`src/rtl/input_debouncer.sv`:
```
// Purpose : synchronise and debounce one raw pad input into a clean level,
//           with one-cycle rise/fall pulses and a wrapping 8-bit commit counter.
// Latency : a stable input change reaches dout DEBOUNCE_CYCLES+1 edges after it
//           is first sampled (2 synchroniser edges, then DEBOUNCE_CYCLES-1 more).
// Backpressure: none; free-running, en=0 freezes dout and discards qualification.
// Ports   : clk, rst (sync, active-high), en, din (async), clr_count ->
//           dout, rise, fall, edge_count[7:0], busy.
module input_debouncer #(
   parameter int unsigned DEBOUNCE_CYCLES = 4,
   parameter int unsigned CNT_W           = 16
) (
   input  logic       clk,
   input  logic       rst,
   input  logic       en,
   input  logic       din,
   input  logic       clr_count,
   output logic       dout,
   output logic       rise,
   output logic       fall,
   output logic [7:0] edge_count,
   output logic       busy
);

   typedef enum logic {
      STABLE  = 1'b0,
      PENDING = 1'b1
   } state_t;

   // Counter value on which the pending change is committed.
   localparam logic [CNT_W-1:0] LAST = CNT_W'(DEBOUNCE_CYCLES - 1);

   logic             sync1_q, sync1_d;
   logic             sync2_q, sync2_d;
   logic             dout_q, dout_d;
   logic             rise_q, rise_d;
   logic             fall_q, fall_d;
   logic             busy_q, busy_d;
   logic [7:0]       edge_count_q, edge_count_d;
   logic [CNT_W-1:0] cnt_q, cnt_d;
   state_t           state_q, state_d;
   logic             commit;

   always_comb begin
      sync1_d      = din;
      sync2_d      = sync1_q;
      state_d      = state_q;
      cnt_d        = cnt_q;
      dout_d       = dout_q;
      rise_d       = 1'b0;
      fall_d       = 1'b0;
      edge_count_d = edge_count_q;
      commit       = 1'b0;

      if (!en) begin
         // Disabled: keep the level, drop any partial qualification.
         state_d = STABLE;
         cnt_d   = '0;
      end else begin
         case (state_q)
            STABLE: begin
               if (sync2_q != dout_q) begin
                  if (DEBOUNCE_CYCLES == 1) begin
                     // A single differing sample is enough; no pending phase.
                     commit = 1'b1;
                  end else begin
                     cnt_d   = CNT_W'(1);
                     state_d = PENDING;
                  end
               end else begin
                  cnt_d = '0;
               end
            end
            PENDING: begin
               if (sync2_q == dout_q) begin
                  // Input bounced back before qualifying: glitch rejected.
                  cnt_d   = '0;
                  state_d = STABLE;
               end else if (cnt_q == LAST) begin
                  commit = 1'b1;
               end else begin
                  cnt_d = cnt_q + CNT_W'(1);
               end
            end
            default: begin
               state_d = STABLE;
               cnt_d   = '0;
            end
         endcase
      end

      if (commit) begin
         dout_d       = sync2_q;
         rise_d       = sync2_q;
         fall_d       = ~sync2_q;
         cnt_d        = '0;
         state_d      = STABLE;
         edge_count_d = edge_count_q + 8'd1;
      end

      // Clear takes priority over a same-edge increment.
      if (clr_count) begin
         edge_count_d = '0;
      end

      busy_d = (state_d == PENDING);
   end

   always_ff @(posedge clk) begin
      if (rst) begin
         sync1_q      <= 1'b0;
         sync2_q      <= 1'b0;
         dout_q       <= 1'b0;
         rise_q       <= 1'b0;
         fall_q       <= 1'b0;
         busy_q       <= 1'b0;
         edge_count_q <= '0;
         cnt_q        <= '0;
         state_q      <= STABLE;
      end else begin
         sync1_q      <= sync1_d;
         sync2_q      <= sync2_d;
         dout_q       <= dout_d;
         rise_q       <= rise_d;
         fall_q       <= fall_d;
         busy_q       <= busy_d;
         edge_count_q <= edge_count_d;
         cnt_q        <= cnt_d;
         state_q      <= state_d;
      end
   end

   assign dout       = dout_q;
   assign rise       = rise_q;
   assign fall       = fall_q;
   assign edge_count = edge_count_q;
   assign busy       = busy_q;

endmodule

```
`config.mk`:
```
export PLATFORM = sky130hd
export DESIGN_NAME = input_debouncer
export DESIGN_NICKNAME = d
export VERILOG_FILES = /design/src/rtl/input_debouncer.sv
export SDC_FILE = /design/constraint.sdc
export NUM_CORES = 1
export LEC_CHECK = 0
export CORE_MARGIN = 10
export CORE_UTILIZATION = 61
export CTS_BUF_LIST = sky130_fd_sc_hd__clkbuf_4 sky130_fd_sc_hd__clkbuf_8
export DETAILED_ROUTE_END_ITERATION = 12
export GPL_ROUTABILITY_DRIVEN = 0
export PLACE_DENSITY = 0.91
export SETUP_SLACK_MARGIN = 0.05
export SYNTH_ARGS = -nofsm -noshare
export SYNTH_HDL_FRONTEND = slang
export SYNTH_SLANG_ARGS = --single-unit
```
`constraint.sdc`:
```
create_clock -name clk -period 4.5 [get_ports clk]
set_input_delay 1.125 -clock clk [delete_from_list [all_inputs] [get_ports clk]]
set_output_delay 1.125 -clock clk [all_outputs]
set_load 0.005 [all_outputs]
```
-- Word-level counts from Yosys, hierarchy flattened
Index checks and enable logic that the tools add are counted.
- word-level logic and storage cells: 32
- input port bits: 5
- bits in registers: 30
- output and inout port bits: 12
- equal/unequal tests: 4
- bitwise operators: 4
- mux-type cells: 11
- reduce and logical (&&, ||, !) cells: 3
- add/subtract/negate cells: 2
- operator list (cell ; number):
    two-way mux 16 bit ; 2
    case mux 16 bit (2 select lines) ; 1
    adder 16 x 1 -> 16 bit, second input constant ; 1
    equality test 16 x 2 -> 1 bit, second input constant ; 1
    adder 8 x 1 -> 8 bit, second input constant ; 1
    two-way mux 1 bit ; 7
    NOT 1 bit ; 4
    OR reduction 2 bit ; 2
    != test 3 bit, second input constant ; 1
    OR reduction 3 bit ; 1
    case mux 1 bit (2 select lines) ; 1
    equality test 1 bit ; 1
    != test 1 bit ; 1

-- Longest topological paths before layout
- word-level depth: 7
- gate-level depth with buffers: 6

-- Worst setup path after synthesis
Ideal clock, no wire load.
- path kind: input to register
- start point: in rst
- end point: reg cnt_q[14]
- path slack: 2432 ps
- stages: 4
- arrival: 1940 ps
- cell sequence: clkbuf_1 > nand4bb_1 > clkbuf_1 > nor2_1
- cells in the longest elaborated chain, start to end: 1
- RTL lines (what ; line ; text):
    start: declaration ; 13 ; input logic rst,
    OR reduction 3 bit (no line) ; -- ;
    end signal: assignment ; 127 ; cnt_q <= cnt_d;
    end: declaration ; 39 ; logic [CNT_W-1:0] cnt_q, cnt_d;
No other way between the ends.
A chain may end at the register's enable or synchronous reset.

-- Final worst setup path
- start point: in en
- end point: reg cnt_q[2]
- cells in the longest elaborated chain, start to end: 2
- RTL lines (what ; line ; text):
    start: declaration ; 14 ; input logic en,
    two-way mux 1 bit / NOT 1 bit (equally long branches) ; -- ;
    OR reduction 3 bit (no line) (*) ; -- ;
Mark *: on every way between the ends. The rest lies on a longest branch, timed or not.

==> metrics.cfg <==
[grt]
antenna_found_initial=0
grt_pass1_wl_um=4940
grt_max_degree=21
overflow=0
grt_use_total_pct=14.1
grt_pass1_vias=1140

[critical_path]
reg2reg_depth=5
reg2reg_from=cnt_q[0]
slowest_stage=nand4bb_1
crit_start=en
slowest_delay_ns=0.68
crit_chain=clkdlybuf4s50_1, nand2_2, nand4bb_1, nor2_1
crit_fanout=20
cp_data_required_time_ns=4.76
cp-start-kind=primary input
cp_data_arrival_time_ns=2.84
path_class=primary input to flip-flop
critPathCaptureType=flip-flop

[synth]
yosysTopAreaCell=dfxtp_1
synth_area_leaders=dfxtp_1, xnor2_1, nor2_1, a21oi_1, o31ai_1
synth-seq-cells=30
netlist.area_leader.share_pct=43.3
syn_area_sq_um=1390
synth_nets=155
ys_seq_area_share_pct=43.3
yosysMostFrequentCell=dfxtp_1
synth_ff_type=dfxtp_1
synth_edf_count=0
avgSynthCellArea_sq_um=9.37
async_flop_share_pct=0
synthTopCellsByCount=dfxtp_1, nor2_1, xnor2_1, a21oi_1, nand3_1
synthCells=148
yosysWarnings=0
ys_types=34

[timing]
slew_headroom_pct=57.7
finalHoldViolCount=0
setup_viol=0
min_period_ns=2.58
setup_tns_ns=0
worst_pin_slew_ns=0.631
fmax_mhz=388
rsz0062_at_grt=false
finClkSkew_ns=0.00854
fin_crit_sh_pct=57.3
drv_slew=0
setup_ws_ns=1.92
holdWs_ns=0.443

[drt]
viasPerCell=5.87
drc_errors=0
via_count=1139
wl_per_cell_um=14.6
first_iter_violations=85
drt-pass1-iter-count=4
ant_nets=0
wl_um=2840

[cells_and_area]
syn_to_final_growth_pct=15.4
fin_cells=194
fill_cells=163
n_antenna_cell=0
final_util_pct=73.0
final_area_sq_um=1600
multiInputGateArea_sq_um=718
nets=172
drive_gt1_share_pct=10.2
register_area_sq_um=601

[clock_network]
clk_latency_ns=0.33
cts_resized=0
post-cts-setup-buffers=0
path_clk_slew_ns=0.09
numCtsBuffers=5
clock_path_buffers=2
ctsRootBufferMaster=clkbuf_4
cts.sinks=30
hold_buffers=0
cts_tree=done
cts-htree-levels=2

[pwr]
ir_drop_mv=0.282
p_leak_nw=0.467
p_per_area_nw_per_um2=281
finalPower_mw=0.449

[die]
die_w_um=67.7
io_pins=17
coreArea_sq_um=2190
fp.dieArea_sq_um=4580
initial_core_util_pct=63.3
die_y_um=67.7
rows=17

[min_path]
hold-path-cell-count=1
worstHoldPathType=flip-flop to flip-flop
hold_path.startpoint=sync1_q

[placement]
portBuffers=16
place_inst=186
hpwl_um=2140
dpl_cell_area_sq_um=1540
dp_slack_ns=1.62

[flow_run]
max_cap_violations=0

[run_status]
outcome=completed

report_power, final:
part	total [mW]	internal [mW]	switching (mW)
Clock	0.173	0.0816	0.0909
Sequential	0.267	0.266	0.000775
Combinational	0.00985	0.00503	0.00482
worst paths after layout:
kind | end | slack, ns
hold / removal | sync2_q | 0.44
hold reg to reg | sync2_q | 0.44
setup reg to reg | edge_count[3] | 2.38
setup / recovery | cnt_q[2] | 1.92
critical path, delay by kind of cell:
| family | cells | cell delay [ns] |
|---|---|---|
| simple gates | 3 | 1.17 |
| buf+inv | 1 | 0.53 |
cells by family after synthesis:
family          share of synthesized area, %
simple gates                            32.4
flops                                   43.3
compound gates                          8.12
xor+xnor                                9.48
buf+inv                                 4.87
fa+ha+maj                               1.80
final cells by class:
type                            count  share of cell area, %
Multi-Input combinational cell    106                   44.9
Timing Repair Buffer               16                   10.0
Inverter                            6                   1.41
Tap cell                           28                   2.19
Clock inverter                      1                  0.313
Clock buffer                        7                   3.67
Sequential cell                    30                   37.5
routing by layer:
layer  global-route usage (%)  vias to the layer above  share of wire, %
li1                         -                      569                 -
met4                     7.95                        0               1.7
met5                        0                        -                 0
met2                     25.9                       27                54
met1                     13.3                      536                38
met3                     4.63                        7               6.5
sequential cells by signal, summed over array words and instances, names as in the netlist:
register and count:
sync2_q 1, dout 1, rise 1, edge_count 8, fall 1, state_q 1
cnt_q 16, sync1_q 1
placed cells by master, fill, tap and decap left out, types with 2 or more instances in the layout:
cell             synthesis  layout
dfxtp_1                 30      30
nor2_1                  18      18
clkdlybuf4s50_1          0      16
xnor2_1                 13      13
a21oi_1                  9       9
nand3_1                  8       8
nand4_1                  7       7
inv_1                    6       6
nor4_1                   6       6
o31ai_1                  6       6
or4_1                    6       6
clkbuf_4                 0       6
nor3_1                   5       5
nand2_1                  4       4
o21ai_0                  3       3
xor2_1                   2       2
nor4_4                   2       2
nor2b_1                  2       2
ha_1                     2       2
(Power assumes the default switching activity.)
==> edit 1: new RTL, config.mk and constraints unchanged <==
Put one more register stage on the output `edge_count`, cleared by the reset. The value now appears one clock later. The other outputs are not delayed to match.
--- a/src/rtl/input_debouncer.sv
+++ b/src/rtl/input_debouncer.sv
@@ -132,7 +132,13 @@
    assign dout       = dout_q;
    assign rise       = rise_q;
    assign fall       = fall_q;
-   assign edge_count = edge_count_q;
+   always_ff @(posedge clk) begin
+      if (rst) begin
+         edge_count <= '0;
+      end else begin
+         edge_count <= edge_count_q;
+      end
+   end
    assign busy       = busy_q;
 
 endmodule
Formal check against the unedited RTL: not equivalent (Yosys sat finds a counterexample within 10 cycles, from zero or initial values and one cycle with rst high).
==> edit 1 against the original RTL <==
Routed wire length rose by 15%. Cell area rose by 14%. Global-route usage fell by 0.21 points. Register-to-register slack got worse by 0.24 ns. Via count rose by 15%. Worst setup slack got worse by 0.19 ns. Power rose by 30%. Synthesized area rose by 14%. Non-clock buffer count did not move. Core utilization rose by 0.49 points. Sequential cell count rose by 8. Fmax fell by 6.9%. Critical endpoint is now cnt_q[13]. Largest cell class is now sequential cells.
==> edit 1: results <==
[routing]
drtPass1Iterations = 5
via_count = 1307
finalWirelength_microns = 3270
drt_iter0_drc = 108

[yosys]
ys_warn_count = 0
async_flop_share_pct = 0
ys_seq_area_share_pct = 48.3
synth_area_leaders = dfxtp_1 (48%), xnor2_1 (6.1%), nor2_1 (5.2%)
synthFlopType = dfxtp_1
synth_common_cells = dfxtp_1 (38), nor2_1 (22), xnor2_1 (11)
synth_nets = 183
synth_cell_types = 30

[final_layout]
diodes = 0
fillCellCount = 204
largest_registers = cnt_q x16, edge_count x8, edge_count_q x8
drive_gt1_share_pct = 8.29
nNetsFinal = 199

[grt]
grt_max_degree = 17
track_usage_pct = 13.9
grt_pass1_wl_microns = 5820
antenna_found_initial = 0

[power_and_ir_drop]
vdd_drop_max_uv = 331
p_leak_nw = 0.573
p_int_mw = 0.472

[sta]
worst_pin_slew_ns = 0.532
fin_skew_ns = 0.0141
slew_viol_final = 0

[status]
status = completed

[worst_setup_path]
critical-path-top-delay-family = compound AO/OA/AOI/OAI gates
crit_slowest_cell = clkdlybuf4s50_1
cp_max_fo = 15
slowest_delay_ns = 0.63
critical_path_arrival_ns = 3.04

[placed_design]
hpwl_microns = 2390
place_ws_ns = 1.39
io_buffers = 16

[clock_tree]
numCtsBuffers = 5
cts_buffer_depth = 2
clk_pin_slew_ns = 0.10
cts_htree_levels = 2
hold_buffers = 0
cts_root_buf = clkbuf_4
cts.repair.resized = 0
post-cts-setup-buffers = 0
insertion_delay_ns = 0.35

[min_path]
hold_path.class = flop to flop
[edit 1: power groups by stage]
stage	sequential [mW]	combinational (mW)	clock, mW
final	0.338	0.0100	0.236
after detailed placement	0.346	0.00964	0
after CTS	0.338	0.00985	0.239
after global placement	0.346	0.00935	0
after global routing	0.339	0.0109	0.256
after floorplan	0.346	0.00455	0
[edit 1: per-stage QoR]
step | instances | area [sq um]
5_1_grt | 223 | 1820
4_1_cts | 223 | 1820
2_1_floorplan | 176 | 1580
6_report | 223 | 1820
3_3_place_gp | 215 | 1740
3_5_place_dp | 215 | 1740
[edit 1: final timing paths]
| check | from | to | slack [ns] | cells past startpoint |
|---|---|---|---|---|
| min | sync1_q | sync2_q | 0.46 | 1 |
| min reg2reg | sync1_q | sync2_q | 0.46 | 1 |
| max | rst | cnt_q[13] | 1.73 | 4 |
| max reg2reg | cnt_q[4] | edge_count_q[1] | 2.14 | 4 |
[edit 1: final cells by class]
class                      instances  area share [%]
sequential                        38            41.8
multi-input combinational        122            41.0
timing repair buffer              16            8.79
clock buffer                       7            2.88
tap                               30            2.06
inverter                           9            1.85
clock inverter                     1            1.65
[edit 1: metal layers]
layer  up-vias  GRT usage, %  part of all wire (%)  wire [microns]
li1        648             -                     -               -
met1       611          14.5                    41            1350
met2        37          23.2                    50            1630
met3        11          4.32                   5.7             188
met4         0          9.25                   3.1             101
met5         -             0                     0               0
[edit 1: cell families (layout without fill, tap and decap cells)]
kind of cell	count (synthesis)	after routing	share of synthesized area (%)
AND/OR/NAND/NOR	83	83	28.8
flip-flops	38	38	48.3
AO/OA/AOI/OAI	24	24	9.85
buffers and inverters	16	33	4.29
XOR/XNOR	13	13	7.23
adder cells (fa/ha/maj)	2	2	1.59
==> edit 2: new RTL, same flow settings <==
Without the edit above. Set the parameter `CNT_W` to 32 (it was 16).
--- a/src/rtl/input_debouncer.sv
+++ b/src/rtl/input_debouncer.sv
@@ -7,7 +7,7 @@
 //           dout, rise, fall, edge_count[7:0], busy.
 module input_debouncer #(
    parameter int unsigned DEBOUNCE_CYCLES = 4,
-   parameter int unsigned CNT_W           = 16
+   parameter int unsigned CNT_W           = 32
 ) (
    input  logic       clk,
    input  logic       rst,
Behaviour: same outputs for any inputs over 10 cycles, from zero or initial values and one cycle with rst high; that may be too few to reach the edited logic, so the function may still have changed.
==> edit 2 against the original RTL <==
First-iteration DRC count grew to 2.7 times the old value. Worst setup slack lost 0.60 ns. Power grew 53%. Routed wire length grew 76%. Sequential cell count grew 16. Fmax shrank 19%. Final cell count grew 70%. Cell area grew 61%. Synthesized area grew 67%. Synthesized cell count grew 84%. Largest power group unchanged. Highest routed layer unchanged.
==> edit 2: results <==
[status]
status = completed

[yosys]
ys_seq_area_share_pct = 39.7
async_flop_share_pct = 0
synth_nets = 279
synth_common_cells = dfxtp_1 (46), nor2_1 (22), nand2_1 (21)
synth_cell_types = 38
syn_area_per_cell_sq_um = 8.52
ys_warn_count = 0
synth_area_leaders = dfxtp_1 (40%), nor4_1 (5.1%), mux2i_1 (4.3%)

[final_layout]
drive_gt1_share_pct = 5.32
top_register = cnt_q
largest_reg_flops = 32
fillCellCount = 279
diodes = 0
nNetsFinal = 288

[worst_setup_path]
timing.rr.end = cnt_q[7]
rr_startpoint = cnt_q[0]
crit_slowest_cell = o211ai_2
cp_max_fo = 27
critical_path_arrival_ns = 3.40
r2r_slack_ns = 1.59
worstRegToRegCells = 5
slowest_delay_ns = 0.63
critical-path-top-delay-family = compound AO/OA/AOI/OAI gates

[routing]
finalWirelength_microns = 5000
via_count = 2081
via_per_inst = 6.31
drt_iter0_drc = 231

[sta]
holdWs_ns = 0.451
slew_headroom_pct = 24.2
fin_skew_ns = 0.00558

[grt]
grtUsageMet1_pct = 19.0
first_global_vias = 1932
grt_pass1_wl_microns = 8710
use_met2_pct = 26.9
use_met3_pct = 5.90
track_usage_pct = 16.1
grt_max_degree = 28

[clock_tree]
cts_root_buf = clkbuf_8
cts_buffer_depth = 2
numCtsBuffers = 5
cts.repair.resized = 0
post-cts-setup-buffers = 0
clk_pin_slew_ns = 0.08
insertion_delay_ns = 0.30
cts_htree_levels = 2

[power_and_ir_drop]
vdd_drop_max_uv = 200
p_leak_nw = 0.711

[placed_design]
hpwl_microns = 3390
place_ws_ns = 0.981
io_buffers = 16
dp.cells = 322

[min_path]
worstHoldStart = sync1_q
hold_path.class = flop to flop
hold_depth = 1
min_to = sync2_q
edit 2: per-layer routing:
metal  routed length [microns]  vias up
li1                          -     1044
met4                        54        0
met3                       287        7
met2                      2420       61
met1                      2240      969
met5                         0        -
edit 2: metrics by stage:
stage / cell area, sq um / utilization [%]
floorplan: 2320 / -
global placement: 2470 / 67.6
detailed placement: 2470 / 67.6
CTS: 2570 / 70.2
global route: 2570 / 70.2
finish: 2570 / 70.2
edit 2: power by group:
group,internal [mW],switching [mW],total (mW)
logic,0.00646,0.00622,0.0127
clock network,0.130,0.135,0.265
registers,0.408,0.00159,0.409
edit 2: area by class of cell:
type                            count  share of cell area (%)
Multi-Input combinational cell    203                    50.6
Timing Repair Buffer               16                    6.23
Tap cell                           48                    2.34
Clock buffer                        7                    3.51
Inverter                            9                    1.31
Clock inverter                      1                   0.195
Sequential cell                    46                    35.8
edit 2: worst max path at each step:
stage	from	endpoint	slack, ns
after CTS	rst	cnt_q[22]	1.32
final	rst	cnt_q[25]	1.32
after global routing	rst	cnt_q[23]	1.06
after floorplan	rst	cnt_q[31]	2.50
after detailed placement	rst	cnt_q[25]	0.98
after global placement	rst	cnt_q[22]	1.12
edit 2: cell families after synthesis:
family / after synthesis / synth area share [%]
simple gates: 136 / 33.6
flops: 46 / 39.7
compound gates: 40 / 11.4
buf+inv: 23 / 4.21
xor+xnor: 15 / 5.67
mux: 10 / 4.32
fa+ha+maj: 2 / 1.08
edit 2: worst register-to-register path: cells and delay by family (launching register included):
kind / cells / cell delay [ns]
AOI/OAI and AO/OA: 1 / 1.12
and+or+nand+nor: 3 / 1.04
DFF: 1 / 0.37
adders and majority gates: 1 / 0.23
